<file path="src/rtl/seq_det_sched.sv">
// Round-robin time-shared serial pattern detector: one Moore detector core,
// per-channel shift/count contexts, registered match pulse and saturating total.
module seq_det_sched #(
  parameter int unsigned     NCH     = 4,
  parameter int unsigned     PLEN    = 4,
  parameter logic [PLEN-1:0] RST_PAT = 4'b1010,
  parameter logic            RST_OVL = 1'b0
) (
  input  logic                     clk,
  input  logic                     rst,
  input  logic [NCH-1:0]           ch_req,
  input  logic [NCH-1:0]           ch_bit,
  output logic [NCH-1:0]           ch_gnt,
  input  logic                     cfg_we,
  input  logic [PLEN-1:0]          cfg_pat,
  input  logic                     cfg_ovl,
  output logic                     match_vld,
  output logic [$clog2(NCH)-1:0]   match_ch,
  output logic [15:0]              match_tot,
  output logic                     busy
);

  localparam int unsigned CW   = $clog2(NCH);
  localparam int unsigned CNTW = $clog2(PLEN + 1);
  localparam logic [CNTW:0]   PLEN_X = (CNTW + 1)'(PLEN);
  localparam logic [CNTW-1:0] PLEN_C = CNTW'(PLEN);

  logic [CW-1:0]   rr_ptr;
  logic [PLEN-1:0] pat;
  logic            ovl;
  logic [PLEN-1:0] shreg [NCH];
  logic [CNTW-1:0] cnt   [NCH];

  logic            gvld;
  logic [CW-1:0]   g;
  logic [CW-1:0]   g_next;
  logic [CW-1:0]   idx;
  int unsigned     k;
  logic [PLEN-1:0] s_new;
  logic [CNTW:0]   cnt_inc;
  logic [CNTW-1:0] c_new;
  logic            hit;

  assign busy = |ch_req;

  // Arbitration and next-context computation for the granted channel
  always_comb begin
    gvld    = 1'b0;
    g       = '0;
    idx     = '0;
    k       = 0;
    if (!rst && !cfg_we) begin
      for (int unsigned i = 0; i < NCH; i++) begin
        k = 32'(rr_ptr) + i;
        if (k >= NCH) k = k - NCH;
        idx = CW'(k);
        if (!gvld && ch_req[idx]) begin
          gvld = 1'b1;
          g    = idx;
        end
      end
    end
    ch_gnt  = gvld ? (NCH'(1) << g) : '0;
    g_next  = (g == CW'(NCH - 1)) ? '0 : g + 1'b1;
    s_new   = {shreg[g][PLEN-2:0], ch_bit[g]};
    cnt_inc = {1'b0, cnt[g]} + 1'b1;
    c_new   = (cnt_inc >= PLEN_X) ? PLEN_C : cnt_inc[CNTW-1:0];
    hit     = gvld && (c_new == PLEN_C) && (s_new == pat);
  end

  always_ff @(posedge clk) begin
    if (rst) begin
      rr_ptr    <= '0;
      pat       <= RST_PAT;
      ovl       <= RST_OVL;
      match_vld <= 1'b0;
      match_ch  <= '0;
      match_tot <= '0;
      for (int unsigned i = 0; i < NCH; i++) begin
        shreg[i] <= '0;
        cnt[i]   <= '0;
      end
    end else if (cfg_we) begin
      pat       <= cfg_pat;
      ovl       <= cfg_ovl;
      match_vld <= 1'b0;
      for (int unsigned i = 0; i < NCH; i++) begin
        shreg[i] <= '0;
        cnt[i]   <= '0;
      end
    end else begin
      match_vld <= hit;
      if (gvld) begin
        rr_ptr   <= g_next;
        match_ch <= g;
        // Non-overlapping hit restarts the window; otherwise slide it
        if (hit && !ovl) begin
          shreg[g] <= '0;
          cnt[g]   <= '0;
        end else begin
          shreg[g] <= s_new;
          cnt[g]   <= c_new;
        end
        if (hit && (match_tot != 16'hFFFF)) match_tot <= match_tot + 16'd1;
      end
    end
  end

endmodule

</file>
<file path="config.mk">
export PLATFORM = sky130hd
export DESIGN_NAME = seq_det_sched
export DESIGN_NICKNAME = d
export VERILOG_FILES = /design/src/rtl/seq_det_sched.sv
export SDC_FILE = /design/constraint.sdc
export NUM_CORES = 1
export LEC_CHECK = 0
export ABC_AREA = 1
export CELL_PAD_IN_SITES_DETAIL_PLACEMENT = 1
export CELL_PAD_IN_SITES_GLOBAL_PLACEMENT = 1
export CORE_ASPECT_RATIO = 0.9
export CORE_MARGIN = 2
export CORE_UTILIZATION = 37
export CTS_BUF_LIST = sky130_fd_sc_hd__clkbuf_4 sky130_fd_sc_hd__clkbuf_8 sky130_fd_sc_hd__clkbuf_16
export DETAILED_ROUTE_END_ITERATION = 10
export PLACE_DENSITY = 0.7
export RECOVER_POWER = 50
export SLEW_MARGIN = 25
export SYNTH_ARGS = -nofsm -noshare
export SYNTH_HDL_FRONTEND = slang
export SYNTH_SLANG_ARGS = --single-unit
export TNS_END_PERCENT = 50
</file>
<file path="constraint.sdc">
create_clock -name clk -period 3.9 [get_ports clk]
set_input_delay 0.975 -clock clk [delete_from_list [all_inputs] [get_ports clk]]
set_output_delay 0.975 -clock clk [all_outputs]
set_load 0.01 [all_outputs]
</file>
==> impl_metrics.ini <==
[route]
ant_nets = 0
wl_per_cell_um = 16.01
vias_per_cell = 5.166
drt_iter0_drc = 94
num_vias = 2965
drc_errors = 0
wirelength_mm = 9.190
first_pass_iters = 4

[logic_synthesis]
netlist.area_leader.share_pct = 23.63
ys_seq_area_share_pct = 40.69
yosys_register_bits = 50
ys_top_cells_by_area = edfxtp_1 (24%), dfxtp_1 (17%), nand2_1 (15%)
synth_edf_count = 24
syn_inst = 408
synth_ff_type = dfxtp_1
synth.largest_area_cell = edfxtp_1
syn_nets = 430
yosysWarnings = 0
synth.distinct_cells = 33
synth.avg_cell_area_um2 = 7.477
synthesis.area_mm2 = 0.003050
synth_common_cells = nand2_1 (119), inv_1 (43), nor2_1 (39)
async_reset_ff_share_pct = 0
synth.most_common_cell = nand2_1

[timing]
layout_worst_path_cycle_share_pct = 93.98
final.setup.tns_ps = 0
hold_ws_ps = 471.8
rsz0062_at_grt = no
setup_violations = 0
max_freq_ghz = 0.2728
maxSlewViolCount = 0
tightest_slew_ps = 818.3
finalHoldViolations = 0
fin_skew_ps = 6.229
min_period_ps = 3665
max_slew_margin_pct = 45.45

[floorplan]
fp-row-count = 31
chipWidth_um = 99.71
io_pins = 40
initial_core_util_pct = 37.99
die_h_um = 90.14
core_mm2 = 0.008029
die-area_mm2 = 0.008988

[power]
p_per_area_mw_per_mm2 = 326.1
leakage_nw = 1.742
p_sw_share_pct = 31.07
ir_worst_vdd_v = 0.0001124
power_w = 0.001253
power.share.combinational_pct = 24.3
seqPwrFrac_pct = 46.7
p_switching_w = 0.0003894
clockPowerShare_pct = 28.9
p_int_w = 0.0008637

[cts]
cts_root_buf = clkbuf_8
clk_latency_ps = 310
path_clk_slew_ps = 90
cts_max_path_buffers = 2
h-tree-depth = 2
tritoncts = yes
cts_buffers = 5
cts_sinks = 50
ctsHoldBuffers = 0

[critical_path]
worstSetupEndpointType = output pin
r2r_slack_ps = 460
r2r_end = shreg[0][0]$_SDFFCE_PN0P_
critPathMaxFanout = 5
startpoint_type = input pin
crit_path_start = rst
worstPathRequired_ps = 2920
arrival_ps = 2690
reg2reg_from = rr_ptr[0]$_SDFFE_PP0P_
critPathKind = in2out
r2r_cells = 23
critical_path.endpoint = ch_gnt[3]

[grt]
antenna_found_initial = 0
grt_pass1_wl_mm = 15.53
grt_start_max_net_pins = 22
overflow = 0
grt_usage_pct = 21.68
grt_pass1_vias = 3222

[cells_and_area]
final_cells = 574
fin_util_pct = 47.86
fill_cells = 1001
final_nets = 496
final_layout_size_suffix_gt1_share_pct = 15.37
antenna_cells = 0
area_growth_pct = 25.96

[place]
io_buffers = 39
dp_cells = 564
gp_congestion = 0.8733
dp_hpwl_mm = 6.956

[min_path]
hp-class = reg2reg
hold_depth = 2

[outcome]
status = complete, no violations

[job]
maxCapViolCount = 0
==> worst max-delay path, cell delays in order <==
cell,delay [ps]
clkdlybuf4s50_1,470
inv_1,50
nand2_1,70
inv_2,50
buf_4,130
nand2_1,70
inv_2,30
nand2_1,190
inv_4,70
ha_1,180
nand2_1,90
inv_1,40
dlygate4sd2_1,270
==> worst min-delay path by stage <==
stage	from	endpoint	slack [ps]
floorplan	pat[2]$_SDFFE_PP0P_	pat[2]$_SDFFE_PP0P_	450
global placement	match_ch[0]$_SDFFE_PP0P_	match_ch[0]$_SDFFE_PP0P_	460
detailed placement	match_ch[0]$_SDFFE_PP0P_	match_ch[0]$_SDFFE_PP0P_	470
CTS	match_ch[0]$_SDFFE_PP0P_	match_ch[0]$_SDFFE_PP0P_	480
global route	match_ch[0]$_SDFFE_PP0P_	match_ch[0]$_SDFFE_PP0P_	490
finish	match_ch[0]$_SDFFE_PP0P_	match_ch[0]$_SDFFE_PP0P_	470
==> cell families after synthesis <==
| kind of cell | synth area share [%] |
|---|---|
| DFF | 40.69 |
| AOI/OAI and AO/OA | 4.717 |
| adders and majority gates | 2.461 |
| buffers and inverters | 9.311 |
| and+or+nand+nor | 38.80 |
| xor gates and xnor gates | 4.019 |
==> through the flow <==
stage | cell area, um2 | worst slack (ps)
2_1_floorplan | 3050 | 551.0
3_3_place_gp | 3705 | -154.4
3_5_place_dp | 3705 | -195.1
4_1_cts | 3811 | 36.36
5_1_grt | 3842 | 110.1
6_report | 3842 | 234.9
==> cells in the final DEF (no fill, tap or decap), drive strengths merged <==
| master | netlist | layout |
|---|---|---|
| nand2 | 126 | 126 |
| inv | 51 | 51 |
| nor2 | 43 | 43 |
| nand3 | 37 | 37 |
| nand4 | 27 | 27 |
| dfxtp | 26 | 26 |
| buf | 10 | 25 |
| edfxtp | 24 | 24 |
| a21oi | 20 | 20 |
| dlygate4sd3 | 0 | 19 |
| clkbuf | 2 | 15 |
| clkdlybuf4s50 | 0 | 12 |
| xor2 | 10 | 10 |
| o21ai | 8 | 8 |
| ha | 6 | 6 |
| nor3 | 5 | 5 |
| xnor2 | 4 | 4 |
| nor4 | 4 | 4 |
| nand3b | 4 | 4 |
| dlymetal6s2s | 0 | 4 |
| dlygate4sd2 | 0 | 4 |
| nor4b | 1 | 1 |
==> layer usage <==
layer | vias up | wire (um) | global-route usage [%] | share of wire [%]
met1 | 1459 | 4104 | 27.00 | 45
met2 | 30 | 4834 | 39.70 | 53
met5 | - | 0 | 0 | 0
li1 | 1467 | - | - | -
met4 | 0 | 104 | 5.023 | 1.1
met3 | 9 | 147 | 2.488 | 1.6
==> what timing repair did <==
action	CTS	global route
pin swaps	1	5
gates resized for setup	6	19
setup buffers	0	2
endpoints found under the setup margin	4	27
==> sequential cells by signal (all words and copies together), names as in the netlist <==
| register | count |
|---|---|
| match_tot | 16 |
| cnt | 12 |
| shreg | 12 |
| pat | 4 |
| match_ch | 2 |
| rr_ptr | 2 |
| match_vld | 1 |
| ovl | 1 |
==> final cells by class <==
cell class	count	area (um2)	share of cell area [%]
Tap cell	99	123.9	3.224
Timing Repair Buffer	71	609.3	15.86
Sequential cell	50	1241	32.30
Clock buffer	8	108.9	2.833
Inverter	51	198.9	5.177
Multi-Input combinational cell	295	1560	40.61
==> power groups by stage <==
stage	combinational, W	sequential [W]	clock [W]
finish	0.000305	0.000585	0.000363
floorplan	0.000196	0.000591	0
global route	0.000341	0.000588	0.000391
global placement	0.000294	0.000596	0
CTS	0.000305	0.000585	0.000375
detailed placement	0.000304	0.000597	0
No activity file was read; power rests on OpenSTA's default activity.
